## src/rtl/note_pkg.sv

```systemverilog
// Shared constants and the saturating-add helper for the note-lane engine.
// Purely declarative; no logic.
package note_pkg;
  localparam int SCORE_W        = 16;
  localparam int COMBO_W        = 8;
  localparam int MISS_W         = 16;
  localparam int COMBO_BONUS    = 10;
  localparam int DEF_LANE_X0    = 128;
  localparam int DEF_LANE_PITCH = 128;
  localparam int DEF_NOTE_HW    = 5;
  localparam int DEF_NOTE_HH    = 20;

  function automatic logic [15:0] sat_add(input logic [15:0] a, input logic [15:0] b,
                                          input logic [15:0] max);
    logic [16:0] s;
    s = {1'b0, a} + {1'b0, b};
    return (s > {1'b0, max}) ? max : s[15:0];
  endfunction
endpackage

```

## src/rtl/note_lane.sv

```systemverilog
// One lane: slot array, spawn/hit/advance/miss next-state and combinational pixel match.
// State updates on the edge after the event; spawn into a full lane is dropped by the caller.
module note_lane
  import note_pkg::*;
#(
  parameter int SLOTS   = 8,
  parameter int YW      = 11,
  parameter int SPAWN_Y = 40,
  parameter int HIT_Y   = 440,
  parameter int TOL     = 5,
  parameter int MISS_Y  = 460,
  parameter int SPEED   = 1,
  parameter int LANE_X  = DEF_LANE_X0,
  parameter int NOTE_HW = DEF_NOTE_HW,
  parameter int NOTE_HH = DEF_NOTE_HH,
  parameter int CW      = $clog2(SLOTS + 1)
) (
  input  logic          clk,
  input  logic          rst_n,
  input  logic          frame_tick_i,
  input  logic          spawn_i,
  input  logic          press_i,
  input  logic [YW-1:0] x_i,
  input  logic [YW-1:0] y_i,
  output logic          free_o,
  output logic          hit_o,
  output logic          empty_press_o,
  output logic [CW-1:0] miss_cnt_o,
  output logic          pix_o
);
  localparam int PW     = YW + 1;
  localparam int WIN_LO = (HIT_Y > TOL) ? HIT_Y - TOL : 0;
  localparam int WIN_HI = HIT_Y + TOL;
  localparam int X_LO   = (LANE_X > NOTE_HW) ? LANE_X - NOTE_HW : 0;
  localparam int X_HI   = LANE_X + NOTE_HW;

  logic [SLOTS-1:0] valid_q, valid_d;
  logic [YW-1:0]    y_q   [SLOTS];
  logic [YW-1:0]    y_d   [SLOTS];
  logic [PW-1:0]    y_adv [SLOTS];
  logic [SLOTS-1:0] in_win, y_match, hit_sel, free_sel, miss_vec;
  logic             x_in;

  // Window and pixel tests widened by one bit so the lower bounds never wrap.
  always_comb begin
    in_win  = '0;
    y_match = '0;
    for (int s = 0; s < SLOTS; s++) begin
      in_win[s]  = valid_q[s] && ({1'b0, y_q[s]} >= PW'(WIN_LO)) && ({1'b0, y_q[s]} <= PW'(WIN_HI));
      y_match[s] = valid_q[s] && (({1'b0, y_i} + PW'(NOTE_HH)) >= {1'b0, y_q[s]})
                              && ({1'b0, y_i} <= ({1'b0, y_q[s]} + PW'(NOTE_HH)));
    end
  end

  assign x_in     = ({1'b0, x_i} >= PW'(X_LO)) && ({1'b0, x_i} <= PW'(X_HI));
  assign hit_sel  = press_i ? (in_win & (~in_win + SLOTS'(1))) : '0;
  assign free_sel = ~valid_q & (valid_q + SLOTS'(1));

  assign free_o        = |(~valid_q);
  assign hit_o         = |hit_sel;
  assign empty_press_o = press_i && !(|in_win);
  assign pix_o         = x_in && (|y_match);

  always_comb begin
    valid_d  = valid_q;
    miss_vec = '0;
    for (int s = 0; s < SLOTS; s++) begin
      y_adv[s] = {1'b0, y_q[s]} + PW'(SPEED);
      y_d[s]   = y_q[s];
      if (hit_sel[s]) begin
        valid_d[s] = 1'b0;
      end else if (frame_tick_i && valid_q[s]) begin
        if (y_adv[s] > PW'(MISS_Y)) begin
          valid_d[s]  = 1'b0;
          miss_vec[s] = 1'b1;
        end else begin
          y_d[s] = y_adv[s][YW-1:0];
        end
      end
      // The free slot was invalid this cycle, so it can never also be hit or advanced.
      if (spawn_i && free_sel[s]) begin
        valid_d[s] = 1'b1;
        y_d[s]     = YW'(SPAWN_Y);
      end
    end
  end

  always_comb begin
    miss_cnt_o = '0;
    for (int s = 0; s < SLOTS; s++) miss_cnt_o += CW'(miss_vec[s]);
  end

  always_ff @(posedge clk or negedge rst_n) begin
    if (!rst_n) begin
      valid_q <= '0;
      for (int s = 0; s < SLOTS; s++) y_q[s] <= '0;
    end else begin
      valid_q <= valid_d;
      for (int s = 0; s < SLOTS; s++) y_q[s] <= y_d[s];
    end
  end
endmodule

```

## src/rtl/note_lane_engine.sv

```systemverilog
// Rhythm-game note engine: LANES lanes of falling notes, hit judging, score/combo/miss, pixel query.
// Counters/pulses update one cycle after the event, pix_* one cycle after x/y; spawn_ready is combinational.
module note_lane_engine
  import note_pkg::*;
#(
  parameter int LANES      = 4,
  parameter int SLOTS      = 8,
  parameter int YW         = 11,
  parameter int SPAWN_Y    = 40,
  parameter int HIT_Y      = 440,
  parameter int TOL        = 5,
  parameter int MISS_Y     = 460,
  parameter int SPEED      = 1,
  parameter int LANE_X0    = DEF_LANE_X0,
  parameter int LANE_PITCH = DEF_LANE_PITCH,
  parameter int NOTE_HW    = DEF_NOTE_HW,
  parameter int NOTE_HH    = DEF_NOTE_HH,
  localparam int LW        = (LANES > 1) ? $clog2(LANES) : 1
) (
  input  logic               clk,
  input  logic               rst_n,
  input  logic               frame_tick,
  input  logic               spawn_valid,
  input  logic [LW-1:0]      spawn_lane,
  output logic               spawn_ready,
  input  logic [LANES-1:0]   btn,
  input  logic [YW-1:0]      x,
  input  logic [YW-1:0]      y,
  output logic               pix_note,
  output logic [LW-1:0]      pix_lane,
  output logic [SCORE_W-1:0] score,
  output logic [COMBO_W-1:0] combo,
  output logic [MISS_W-1:0]  miss_cnt,
  output logic               hit_pulse,
  output logic               miss_pulse
);
  localparam int CW = $clog2(SLOTS + 1);
  localparam int NP = 1 << LW;

  logic [LANES-1:0]   btn_q, rise, free_v, hit_v, empty_v, pix_v;
  logic [CW-1:0]      lane_miss [LANES];
  logic [NP-1:0]      free_pad;
  logic [15:0]        hit_n, miss_n, bonus, combo_sum;
  logic [SCORE_W-1:0] score_q, score_d;
  logic [COMBO_W-1:0] combo_q, combo_d;
  logic [MISS_W-1:0]  miss_q, miss_d;
  logic               hit_pulse_q, miss_pulse_q, pix_note_q;
  logic [LW-1:0]      pix_lane_q, pix_lane_d;

  assign rise        = btn & ~btn_q;
  assign free_pad    = NP'(free_v);
  assign spawn_ready = free_pad[spawn_lane];

  for (genvar g = 0; g < LANES; g++) begin : g_lane
    note_lane #(
      .SLOTS(SLOTS), .YW(YW), .SPAWN_Y(SPAWN_Y), .HIT_Y(HIT_Y), .TOL(TOL),
      .MISS_Y(MISS_Y), .SPEED(SPEED), .LANE_X(LANE_X0 + g * LANE_PITCH),
      .NOTE_HW(NOTE_HW), .NOTE_HH(NOTE_HH), .CW(CW)
    ) u_lane (
      .clk          (clk),
      .rst_n        (rst_n),
      .frame_tick_i (frame_tick),
      .spawn_i      (spawn_valid && spawn_ready && (spawn_lane == LW'(g))),
      .press_i      (rise[g]),
      .x_i          (x),
      .y_i          (y),
      .free_o       (free_v[g]),
      .hit_o        (hit_v[g]),
      .empty_press_o(empty_v[g]),
      .miss_cnt_o   (lane_miss[g]),
      .pix_o        (pix_v[g])
    );
  end

  always_comb begin
    hit_n      = '0;
    miss_n     = '0;
    pix_lane_d = '0;
    for (int l = 0; l < LANES; l++) begin
      hit_n  += 16'(hit_v[l]);
      miss_n += 16'(lane_miss[l]);
    end
    for (int l = LANES - 1; l >= 0; l--) if (pix_v[l]) pix_lane_d = LW'(l);
  end

  // Bonus is judged on the combo held before this cycle's hits are added.
  assign bonus     = (combo_q >= COMBO_W'(COMBO_BONUS)) ? hit_n : '0;
  assign score_d   = sat_add(score_q, hit_n + bonus, 16'hFFFF);
  assign combo_sum = sat_add(16'(combo_q), hit_n, 16'((1 << COMBO_W) - 1));
  assign combo_d   = ((|empty_v) || (miss_n != '0)) ? '0 : combo_sum[COMBO_W-1:0];
  assign miss_d    = sat_add(miss_q, miss_n, 16'hFFFF);

  always_ff @(posedge clk or negedge rst_n) begin
    if (!rst_n) begin
      btn_q        <= '0;
      score_q      <= '0;
      combo_q      <= '0;
      miss_q       <= '0;
      hit_pulse_q  <= 1'b0;
      miss_pulse_q <= 1'b0;
      pix_note_q   <= 1'b0;
      pix_lane_q   <= '0;
    end else begin
      btn_q        <= btn;
      score_q      <= score_d;
      combo_q      <= combo_d;
      miss_q       <= miss_d;
      hit_pulse_q  <= (hit_n != '0);
      miss_pulse_q <= (miss_n != '0);
      pix_note_q   <= |pix_v;
      pix_lane_q   <= pix_lane_d;
    end
  end

  assign score      = score_q;
  assign combo      = combo_q;
  assign miss_cnt   = miss_q;
  assign hit_pulse  = hit_pulse_q;
  assign miss_pulse = miss_pulse_q;
  assign pix_note   = pix_note_q;
  assign pix_lane   = pix_lane_q;
endmodule
```

## config.mk

```make
export PLATFORM = sky130hd
export DESIGN_NAME = note_lane_engine
export DESIGN_NICKNAME = d
export VERILOG_FILES = /design/src/rtl/note_pkg.sv /design/src/rtl/note_lane.sv /design/src/rtl/note_lane_engine.sv
export SDC_FILE = /design/constraint.sdc
export NUM_CORES = 2
export LEC_CHECK = 0
export BUFFER_PORTS_ARGS = -buffer_cell sky130_fd_sc_hd__buf_2
export CAP_MARGIN = 20
export CORE_ASPECT_RATIO = 1.75
export CORE_MARGIN = 3
export CORE_UTILIZATION = 60
export DETAILED_ROUTE_END_ITERATION = 10
export PLACE_DENSITY = 0.8
export SYNTH_ARGS = -nofsm -noshare
export SYNTH_HDL_FRONTEND = slang
export SYNTH_HIERARCHICAL = 1
export SYNTH_SLANG_ARGS = --single-unit
```

## constraint.sdc

```tcl
create_clock -name clk -period 7.5 [get_ports clk]
set_input_delay 1.125 -clock clk [delete_from_list [all_inputs] [get_ports clk]]
set_output_delay 1.125 -clock clk [all_outputs]
set_load 0.03 [all_outputs]
```

==> impl_metrics.tcl <==
set metrics [dict create \
    status "finished with violations" \
    violations "negative setup slack" \
    clock-sinks 433 \
    final_cells 7720 \
    synth-edff-count 0 \
    wirelength_mm 169 \
    worstSetupPathType "flip-flop to flip-flop" \
    start_util_pct 60.6 \
    setup_slack_ns -0.458 \
    slew_viol_final 0 \
    startpoint_type "flip-flop" \
    final_layout_size_suffix_gt1_share_pct 16.1 \
    crit_path_end "g_lane[3].u_lane/valid_q[1]" \
    seq_area_frac_synth_pct 21.8 \
    synthCells 6076 \
    ys_warn_count 6 \
    layout_common_cells "782 x ha_1, 640 x buf_4, 531 x nand2_1" \
    final_common_cell "ha_1" \
    antenna_left 0 \
    synth.net_count 6946 \
    die_h_um 387 \
    r2r_end "g_lane[3].u_lane/valid_q[1]" \
    cts-root-buf "clkbuf_16" \
    place_inst 7536 \
    p_seq_share_pct 27.8 \
    placed_area_um2 54900 \
    cts_tree "done" \
    routabilityCongestion 1.00 \
    worst_ep_arrival_time_ns 8.41 \
    design_area_um2 58000 \
    dieArea_um2 86500 \
    via_count 51700 \
    hold_class "input pin to asynchronous set/reset pin" \
    hpwl_mm 124 \
    ys_types 122 \
    power.density_nw_per_um2 180 \
    min_period_ns 7.96 \
    dr.pass1.iters 6 \
    initialDrtViolationCount 4017 \
    finClkSkew_ns 0.0317 \
    synth_top_area_share_pct 21.8 \
    num_rows 139 \
    grt_start_max_net_pins 109 \
    p_int_mw 6.21 \
    portBuffers 77 \
    final-setup-viol-count 17 \
    fp.coreArea_um2 82100 \
    reg2regPathDepth 53 \
    nets 7493 \
    p_leak_nw 26.1 \
    grt_pass1_vias 51500 \
    grtUsageTotal_pct 37.6 \
    h-tree-depth 2 \
    r2r-start "g_lane[3].u_lane/y_q[75]" \
    switching_power_mw 4.20 \
    vias_per_cell 6.69 \
    io_pins 78 \
    critPathRequiredTime_ns 7.95 \
    period_share_pct 106 \
    power.share.clock_pct 25.6 \
    final_hold_viol_count 0 \
    grt_pass1_wl_mm 264 \
    hold_buffers 0 \
    relSlewSlack_pct 25.1 \
    antenna_found_initial 2 \
    crit_fanout 2 \
    critPathMostFrequentCell "buf_4" \
    pwr-share-comb_pct 46.6 \
    gr-total-overflow 0 \
    wl_per_cell_um 21.9 \
    r2r_slack_ns -0.46 \
    slowest_stage "or4b_4" \
    syn_area_per_cell_um2 8.19 \
    syn_to_final_growth_pct 16.5 \
    die_w_um 224 \
    synthTopCellsByArea "dfrtp_1 22%, ha_1 20%, xnor2_1 5.0%" \
    rsz0062_at_grt "yes" \
    synth_area_leader_cell "dfrtp_1" \
    max_stage_delay_ns 0.57 \
    clock_path_buffers 3 \
    worst_slew_pin_slew_ns 1.12 \
    synthArstFlopShare_pct 100 \
    switching_share_pct 40.3 \
    ys_seq_elements 433 \
    netlist_area_um2 49700 \
    cts.clk_slew.worst_paths_ns 0.07 \
    fmax_ghz 0.126 \
    synthFlopType "dfrtp_1" \
    cp-startpoint "g_lane[3].u_lane/y_q[75]" \
    drc 0 \
    cts_buffers 48 \
    clock_latency_ns 0.64 \
    maxCapViolCount 0 \
    cp-end-kind "flip-flop" \
    peakVddDrop_uv 198 \
]
stage by stage:
step | setup slack [ns] | util, % | TNS [ns] | hold WS, ns | power (mW)
5_1_grt | -0.548 | 70.6 | -9.56 | 0.470 | 11.0
3_5_place_dp | -0.661 | 66.8 | -11.24 | 0.491 | 7.37
3_3_place_gp | -0.570 | 66.8 | -9.24 | 0.486 | 7.20
4_1_cts | -0.165 | 70.1 | -1.97 | 0.437 | 10.2
6_report | -0.458 | 70.6 | -3.71 | 0.445 | 10.4
2_1_floorplan | -0.0570 | - | -0.0613 | 0.468 | 5.68
Yosys cell counts, types with 40 or more instances:
master	number
nor2b_1	52
inv_1	476
xor2_1	56
and3_1	73
a21oi_1	335
o211ai_1	95
and4_1	41
ha_1	807
a21o_1	85
a211oi_1	108
nor3_1	150
a31oi_1	66
nand3_1	232
and2_1	54
o31ai_1	64
o21ai_0	355
dfrtp_1	433
nand4_1	167
o21a_1	62
or2_2	40
xnor2_1	284
or3_1	73
nand2b_1	66
nor2_1	360
o2111ai_1	47
nand2_1	541
mux2i_1	74
clkbuf_1	178
nor4_1	61
power by group through the flow:
stage	sequential (mW)	combinational (mW)	clock, mW
after floorplan	2.91	2.77	0
after global placement	2.89	4.31	0
after global routing	2.92	5.32	2.78
after CTS	2.87	4.62	2.71
after detailed placement	2.90	4.47	0
final	2.89	4.85	2.66
routing by layer:
layer / part of all wire (%) / wire length, um / GRT usage, % / vias up
met5: 0 / 0 / 0 / -
met1: 34 / 58100 / 38.4 / 24300
met2: 48 / 80800 / 65.4 / 2631
met3: 7.7 / 12900 / 7.60 / 1161
met4: 10 / 17300 / 31.7 / 0
li1: - / - / - / 23600
cell type report:
type,instances,area (um2)
Timing Repair Buffer,725,5380
Tap cell,1057,1320
Sequential cell,433,10800
Antenna cell,4,10.0
Fill cell,6438,24100
Clock inverter,23,338
Inverter,485,1820
Multi-Input combinational cell,4930,36900
Clock buffer,63,1340
critical path: cells and delay by family, from the launching register on:
kind	cells	cell delay [ns]
AOI/OAI and AO/OA	2	0.47
buffers and inverters	48	6.09
DFF	1	0.40
and+or+nand+nor	3	0.83
timing repair:
item,CTS,global route
cloned,0,0
endpoints found under the setup margin,17,26
gates resized for setup,85,84
pin swaps,56,53
buffers inserted,87,14
worst min-delay path by stage:
stage,endpoint,slack (ns),depth (start not counted)
5_1_grt,g_lane[1].u_lane/y_q[71],0.47,1
3_5_place_dp,g_lane[3].u_lane/y_q[76],0.49,1
6_report,g_lane[1].u_lane/y_q[71],0.45,1
3_3_place_gp,g_lane[3].u_lane/y_q[76],0.49,1
2_1_floorplan,g_lane[3].u_lane/y_q[76],0.47,1
4_1_cts,g_lane[1].u_lane/y_q[71],0.44,1
cells by family after synthesis:
kind of cell	synth area share, %
simple gates	21.7
compound gates	21.6
fa+ha+maj	21.5
buf+inv	5.59
flops	21.8
xor+xnor	5.99
mux	1.81
registers in the layout, summed over array words and instances (netlist names):
name	flops
miss_cnt	16
hit_pulse	1
g_lane.u_lane/valid_q	32
pix_note	1
pix_lane	2
combo	8
miss_pulse	1
score	16
btn_q	4
g_lane.u_lane/y_q	352
Note: power is estimated with default switching activity, not from simulation.
